File: src/rtl/ex_div_ctrl.sv
// ex_div_ctrl: iterative radix-2 restoring divider for RV32M DIV/DIVU/REM/REMU.
// Stalls the pipeline while iterating, then shows the result for one cycle.
module ex_div_ctrl #(
    parameter int WIDTH = 32
) (
    input  logic             clk,
    input  logic             reset,
    input  logic             start,
    input  logic [1:0]       op,
    input  logic [WIDTH-1:0] src1,
    input  logic [WIDTH-1:0] src2,
    input  logic             flush,
    output logic             busy,
    output logic             done,
    output logic [WIDTH-1:0] result
);

    localparam int CW = $clog2(WIDTH) + 1;
    localparam logic [CW-1:0] LAST = CW'(WIDTH - 1);
    localparam logic [WIDTH-1:0] MIN = {1'b1, {(WIDTH-1){1'b0}}};

    typedef enum logic [1:0] {IDLE, CALC, DONE} state_t;

    state_t state, state_n;

    logic             rem_sel;
    logic             neg_q, neg_r;
    logic [WIDTH-1:0] quo, rem, dvs;
    logic [CW-1:0]    cnt;

    logic             is_signed, sign1, sign2;
    logic [WIDTH-1:0] abs1, abs2;
    logic             div_zero, ovf, special;
    logic [WIDTH-1:0] special_res;
    logic [WIDTH:0]   shifted, diff;
    logic [WIDTH-1:0] rem_n, quo_n, q_fix, r_fix, calc_res;
    logic             last;

    always_comb begin
        is_signed   = ~op[0];
        sign1       = is_signed & src1[WIDTH-1];
        sign2       = is_signed & src2[WIDTH-1];
        abs1        = sign1 ? -src1 : src1;
        abs2        = sign2 ? -src2 : src2;
        div_zero    = (src2 == '0);
        ovf         = is_signed & (src1 == MIN) & (src2 == '1);
        special     = div_zero | ovf;
        // Divide by zero wins over overflow; both finish without iterating
        if (div_zero)
            special_res = op[1] ? src1 : '1;
        else
            special_res = op[1] ? '0 : MIN;
    end

    always_comb begin
        shifted  = {rem, quo[WIDTH-1]};
        diff     = shifted - {1'b0, dvs};
        rem_n    = diff[WIDTH] ? shifted[WIDTH-1:0] : diff[WIDTH-1:0];
        quo_n    = {quo[WIDTH-2:0], ~diff[WIDTH]};
        q_fix    = neg_q ? -quo_n : quo_n;
        r_fix    = neg_r ? -rem_n : rem_n;
        calc_res = rem_sel ? r_fix : q_fix;
        last     = (cnt == LAST);
    end

    always_ff @(posedge clk) begin
        if (reset)
            state <= IDLE;
        else
            state <= state_n;
    end

    always_comb begin
        state_n = state;
        unique case (state)
            IDLE: if (start) state_n = special ? DONE : CALC;
            CALC: if (last) state_n = DONE;
            DONE: state_n = IDLE;
            default: state_n = IDLE;
        endcase
        if (flush)
            state_n = IDLE;
    end

    assign busy = (state == CALC) | ((state == IDLE) & start & ~flush);

    always_ff @(posedge clk) begin
        if (reset) begin
            rem_sel <= 1'b0;
            neg_q   <= 1'b0;
            neg_r   <= 1'b0;
            quo     <= '0;
            rem     <= '0;
            dvs     <= '0;
            cnt     <= '0;
            done    <= 1'b0;
            result  <= '0;
        end else begin
            done <= 1'b0;
            if (!flush) begin
                case (state)
                    IDLE: if (start) begin
                        rem_sel <= op[1];
                        if (special) begin
                            result <= special_res;
                            done   <= 1'b1;
                        end else begin
                            quo   <= abs1;
                            dvs   <= abs2;
                            rem   <= '0;
                            cnt   <= '0;
                            neg_q <= sign1 ^ sign2;
                            neg_r <= sign1;
                        end
                    end
                    CALC: begin
                        rem <= rem_n;
                        quo <= quo_n;
                        cnt <= cnt + 1'b1;
                        if (last) begin
                            result <= calc_res;
                            done   <= 1'b1;
                        end
                    end
                    default: ;
                endcase
            end
        end
    end

endmodule
File: config.mk
export PLATFORM = sky130hd
export DESIGN_NAME = ex_div_ctrl
export DESIGN_NICKNAME = d
export VERILOG_FILES = /design/src/rtl/ex_div_ctrl.sv
export SDC_FILE = /design/constraint.sdc
export NUM_CORES = 1
export LEC_CHECK = 0
export BUFFER_PORTS_ARGS = -buffer_cell sky130_fd_sc_hd__buf_4
export CAP_MARGIN = 10
export CORE_MARGIN = 2
export CORE_UTILIZATION = 45
export CTS_BUF_LIST = sky130_fd_sc_hd__clkbuf_2
export CTS_CLUSTER_SIZE = 12
export DETAILED_ROUTE_END_ITERATION = 7
export GPL_TIMING_DRIVEN = 0
export HOLD_SLACK_MARGIN = 0.05
export PLACE_DENSITY = 0.73
export SYNTH_ARGS = -nofsm -noshare
export SYNTH_HDL_FRONTEND = slang
export SYNTH_SLANG_ARGS = --single-unit
File: constraint.sdc
create_clock -name clk -period 6 [get_ports clk]
set_input_delay 0.6 -clock clk [delete_from_list [all_inputs] [get_ports clk]]
set_output_delay 0.6 -clock clk [all_outputs]
set_load 0.005 [all_outputs]
==> impl_results.md <==
- Async SR Flop Fraction: 0
- Crit-path leading delay family: compound AO/OA/AOI/OAI gates
- Area Growth Syn to Fin: 12.38%
- Met1 Track Usage GR: 0.4526
- Mapped cell area: 0.01170 mm2
- # nets final: 1,848
- Global-route wire length before repair: 69.76 mm
- Max VDD drop: 0.1171 mV
- Synth Area in Adders: 0.04234
- Worst-Skew Late Latency: 830 ps
- CTS Root Cell: clkbuf_2
- CTS tree: done
- Crit path launch type: flip-flop
- Most common flop cell mapped by yosys: dfxtp_1
- Fin cells: 2,088
- Switch share: 0.3932
- Top cell type's share of synthesized area: 0.2395
- Hold/Removal Path Class: in -> reg
- DR WL/cell: 21.91 um
- Fin Setup TNS: 0 ps
- Vias in the first global route: 12.29k
- Residual DRC: 12
- Fin worst setup slack: 280.5 ps
- H-tree Lvls: 4
- Data required, critical path: 6780 ps
- Post-DP HPWL: 35.84 mm
- CP max FO: 10
- Die width: 165.3 um
- Post-Synth XOR/XNOR Area: 0.09281
- Filler cells: 2,608
- Drt total wl: 45.76 mm
- Post-DRT Antenna Nets: 0
- Number of synthesized flops with an enable pin: 0
- Cells after Synth: 1,619
- First-pass detailed-route iteration total: 8
- Yosys reg bits: 140
- Ranking of synthesized cells by area: dfxtp_1, a21oi_1, nor2_1, nand2_1, xnor2_1
- Pre-CTS WS: 135.6 ps
- Synth Net Count: 1,728
- Sequential element share of the synthesized area: 0.2395
- DR iter-0 viols: 1,530
- Multiplexer share of the synthesized area: 0.02117
- Logic pwr share: 0.304
- Buffer and inverter count on the worst path: 3
- Worst-path cell chain: ha_1, clkbuf_2, a21oi_1, o21ai_1, a32oi_1, and2_0, a311o_1, nand2_4, buf_2, buf_1, o21ai_0, ha_1, nor4b_2, and3_1, a21boi_1, o21ai_0, mux2i_1, a311o_1
- Clock sinks: 140
- M3 GR Usage: 0.07343
- Total track usage: 0.3346
- Clock slew at reported path FFs: 280 ps
- # IOs: 104
- Fin crit share: 0.9533
- Clock share of power: 0.266
- Class of the most critical setup path: reg -> reg
- P per Cell Area: 178.2 mW/mm2
- Vias: 13.40k
- Final Hold Vio Count: 0
- GP Congestion: 0.9827
- Height of the die: 165.3 um
- PortBufs: 100
- Slew @ Worst Pin: 1243 ps
- Maxcap violations: 0
- Final setup viols: 0
- Outcome: complete, but fails checks
- Slew headroom: 0.1652
- Grt ovf: 0
- Psw: 921.4 uW
- Main combinational cell family by area after synthesis: compound AO/OA/AOI/OAI gates
- Cell count after placement: 2,054
- Post-CTS Setup Repair Bufs: 0
- FMAX: 174.8 MHz
- Pleak: 0.004951 uW
- DIE AREA: 0.02731 mm2
- Fin crit period: 5720 ps
- Average size of a mapped cell: 7.227 um2
- Placed cell areas: 0.01288 mm2
- Share of cells above drive strength 1: 0.1073
- FP Rows: 59
- Finished Cell Area: 0.01315 mm2
- Cell taking the most area after synthesis: dfxtp_1
- Initial antenna violation count: 1
- Synth Warn #: 0
- Crit end category: flip-flop
- Max-slew violation count: 0
- Reg power frac: 0.430
- Routing usage on met2: 0.5150
- Yosys cell types: 95
- Largest net degree at the start of global routing: 17
- Critical Path AT: 6500 ps
- Slowest stage cell, crit path: dfxtp_1
- Failing checks: design-rule violations
- Max incr delay on CP: 520 ps
- GR peak layer: met2
- Compound-cell area share of the yosys netlist: 0.2988
- Initial Util: 0.4542
- Pint: 1422 uW
- CORE AREA: 0.02576 mm2
- Setup Skew: 65.91 ps
- Simple-gate share of the synthesized area: 0.2481
- TritonCTS buffer count: 17
- CTS max path bufs: 2
- RSZ-0062 raised after global routing: false
- Avg Vias per Cell: 6.418
==> power by group through the flow <==
stage / sequential [uW] / clock (uW) / combinational (uW)
global route: 1010 / 659 / 769
CTS: 1010 / 619 / 690
floorplan: 1010 / 0 / 461
finish: 1010 / 624 / 712
detailed placement: 1020 / 0 / 686
global placement: 1020 / 0 / 678
==> worst reg2reg max path, cell delays in order (launching register included) <==
cell and delay, ps:
dfxtp_1 520, ha_1 280, clkbuf_2 160, a21oi_1 200, o21ai_1 180, a32oi_1 490
and2_0 360, a311o_1 440, nand2_4 170, buf_2 310, buf_1 360, o21ai_0 350
ha_1 360, nor4b_2 430, and3_1 270, a21boi_1 120, o21ai_0 250, mux2i_1 140
a311o_1 320
==> synthesized netlist by cell type (all sizes together) (22+ instances only) <==
cell    instances
a21oi         146
or3            23
dfxtp         140
o211ai         41
xnor2          66
clkbuf         81
ha             38
inv            64
nand2         161
nor2          187
a211oi         52
o21ai         102
o31ai          23
buf            23
nor3           52
nand3          47
nand4          22
xor2           58
==> cells in the final DEF, fill, tap and decap left out, types with 21 or more instances in the layout <==
| cell | synthesis | routed |
|---|---|---|
| clkbuf_1 | 80 | 80 |
| o211ai_1 | 40 | 40 |
| nor2_1 | 187 | 187 |
| a211oi_1 | 51 | 51 |
| dfxtp_1 | 140 | 140 |
| nor3_1 | 52 | 52 |
| ha_1 | 38 | 38 |
| xnor2_1 | 66 | 66 |
| o21ai_0 | 96 | 96 |
| xor2_1 | 58 | 58 |
| nand4_1 | 21 | 21 |
| or3_1 | 23 | 23 |
| inv_1 | 63 | 63 |
| nand3_1 | 47 | 47 |
| a21oi_1 | 144 | 144 |
| nand2_1 | 160 | 160 |
| buf_4 | 2 | 103 |
==> sequential cells by signal (all words and copies together), names as in the netlist <==
register  count
rem_sel       1
result       32
rem          32
state         2
neg_r         1
done          1
dvs          32
neg_q         1
quo          32
cnt           6
==> metal layers <==
metal	vias up	wire length, um
li1	6178	-
met1	6316	19120
met2	765	19690
met3	141	4944
met4	0	1999
met5	-	0
==> per-stage QoR <==
step / total power, uW / hold WS (ps) / util
floorplan: 1472 / 446.3 / -
global placement: 1700 / 459.8 / 0.4996
detailed placement: 1710 / 471.0 / 0.4998
CTS: 2315 / 84.32 / 0.5097
global route: 2441 / 52.33 / 0.5104
finish: 2343 / 88.35 / 0.5104
==> path summary, 6_finish.rpt <==
check / startpoint / end / slack (ps) / cells past startpoint
worst max-delay path: rem[14]$_SDFFE_PP0P_ / result[24]$_SDFFE_PP0P_ / 280 / 18
worst min-delay path: src2[11] / dvs[11]$_SDFFE_PP0P_ / 90 / 3
worst max register to register: rem[14]$_SDFFE_PP0P_ / result[24]$_SDFFE_PP0P_ / 280 / 18
worst min register to register: dvs[31]$_SDFFE_PP0P_ / dvs[31]$_SDFFE_PP0P_ / 490 / 2
==> logic make-up after synthesis <==
family | Yosys count
buffers and inverters | 169
adders and majority gates | 39
muxes | 24
and+or+nand+nor | 602
xor gates and xnor gates | 124
AOI/OAI and AO/OA | 521
DFF | 140
==> area by class of cell <==
class | instances | area [um2] | share of cell area
repair buffers | 102 | 768.2 | 0.05842
diodes | 1 | 2.502 | 0.0001903
plain buffers | 103 | 424.2 | 0.03226
flip-flops and latches | 140 | 2803 | 0.2131
clock buffers | 18 | 90.09 | 0.006851
clock inverters | 14 | 155.1 | 0.01180
multi-input cells | 1310 | 8244 | 0.6269
inverters | 65 | 244.0 | 0.01855
well taps | 335 | 419.2 | 0.03187
==> timing repair <==
item                       4_1_cts  5_1_grt
hold buffers                     1        0
hold endpoints to repair         1        0
gates resized for setup          0        3
setup endpoints to repair        0        9
(Power assumes the default switching activity.)
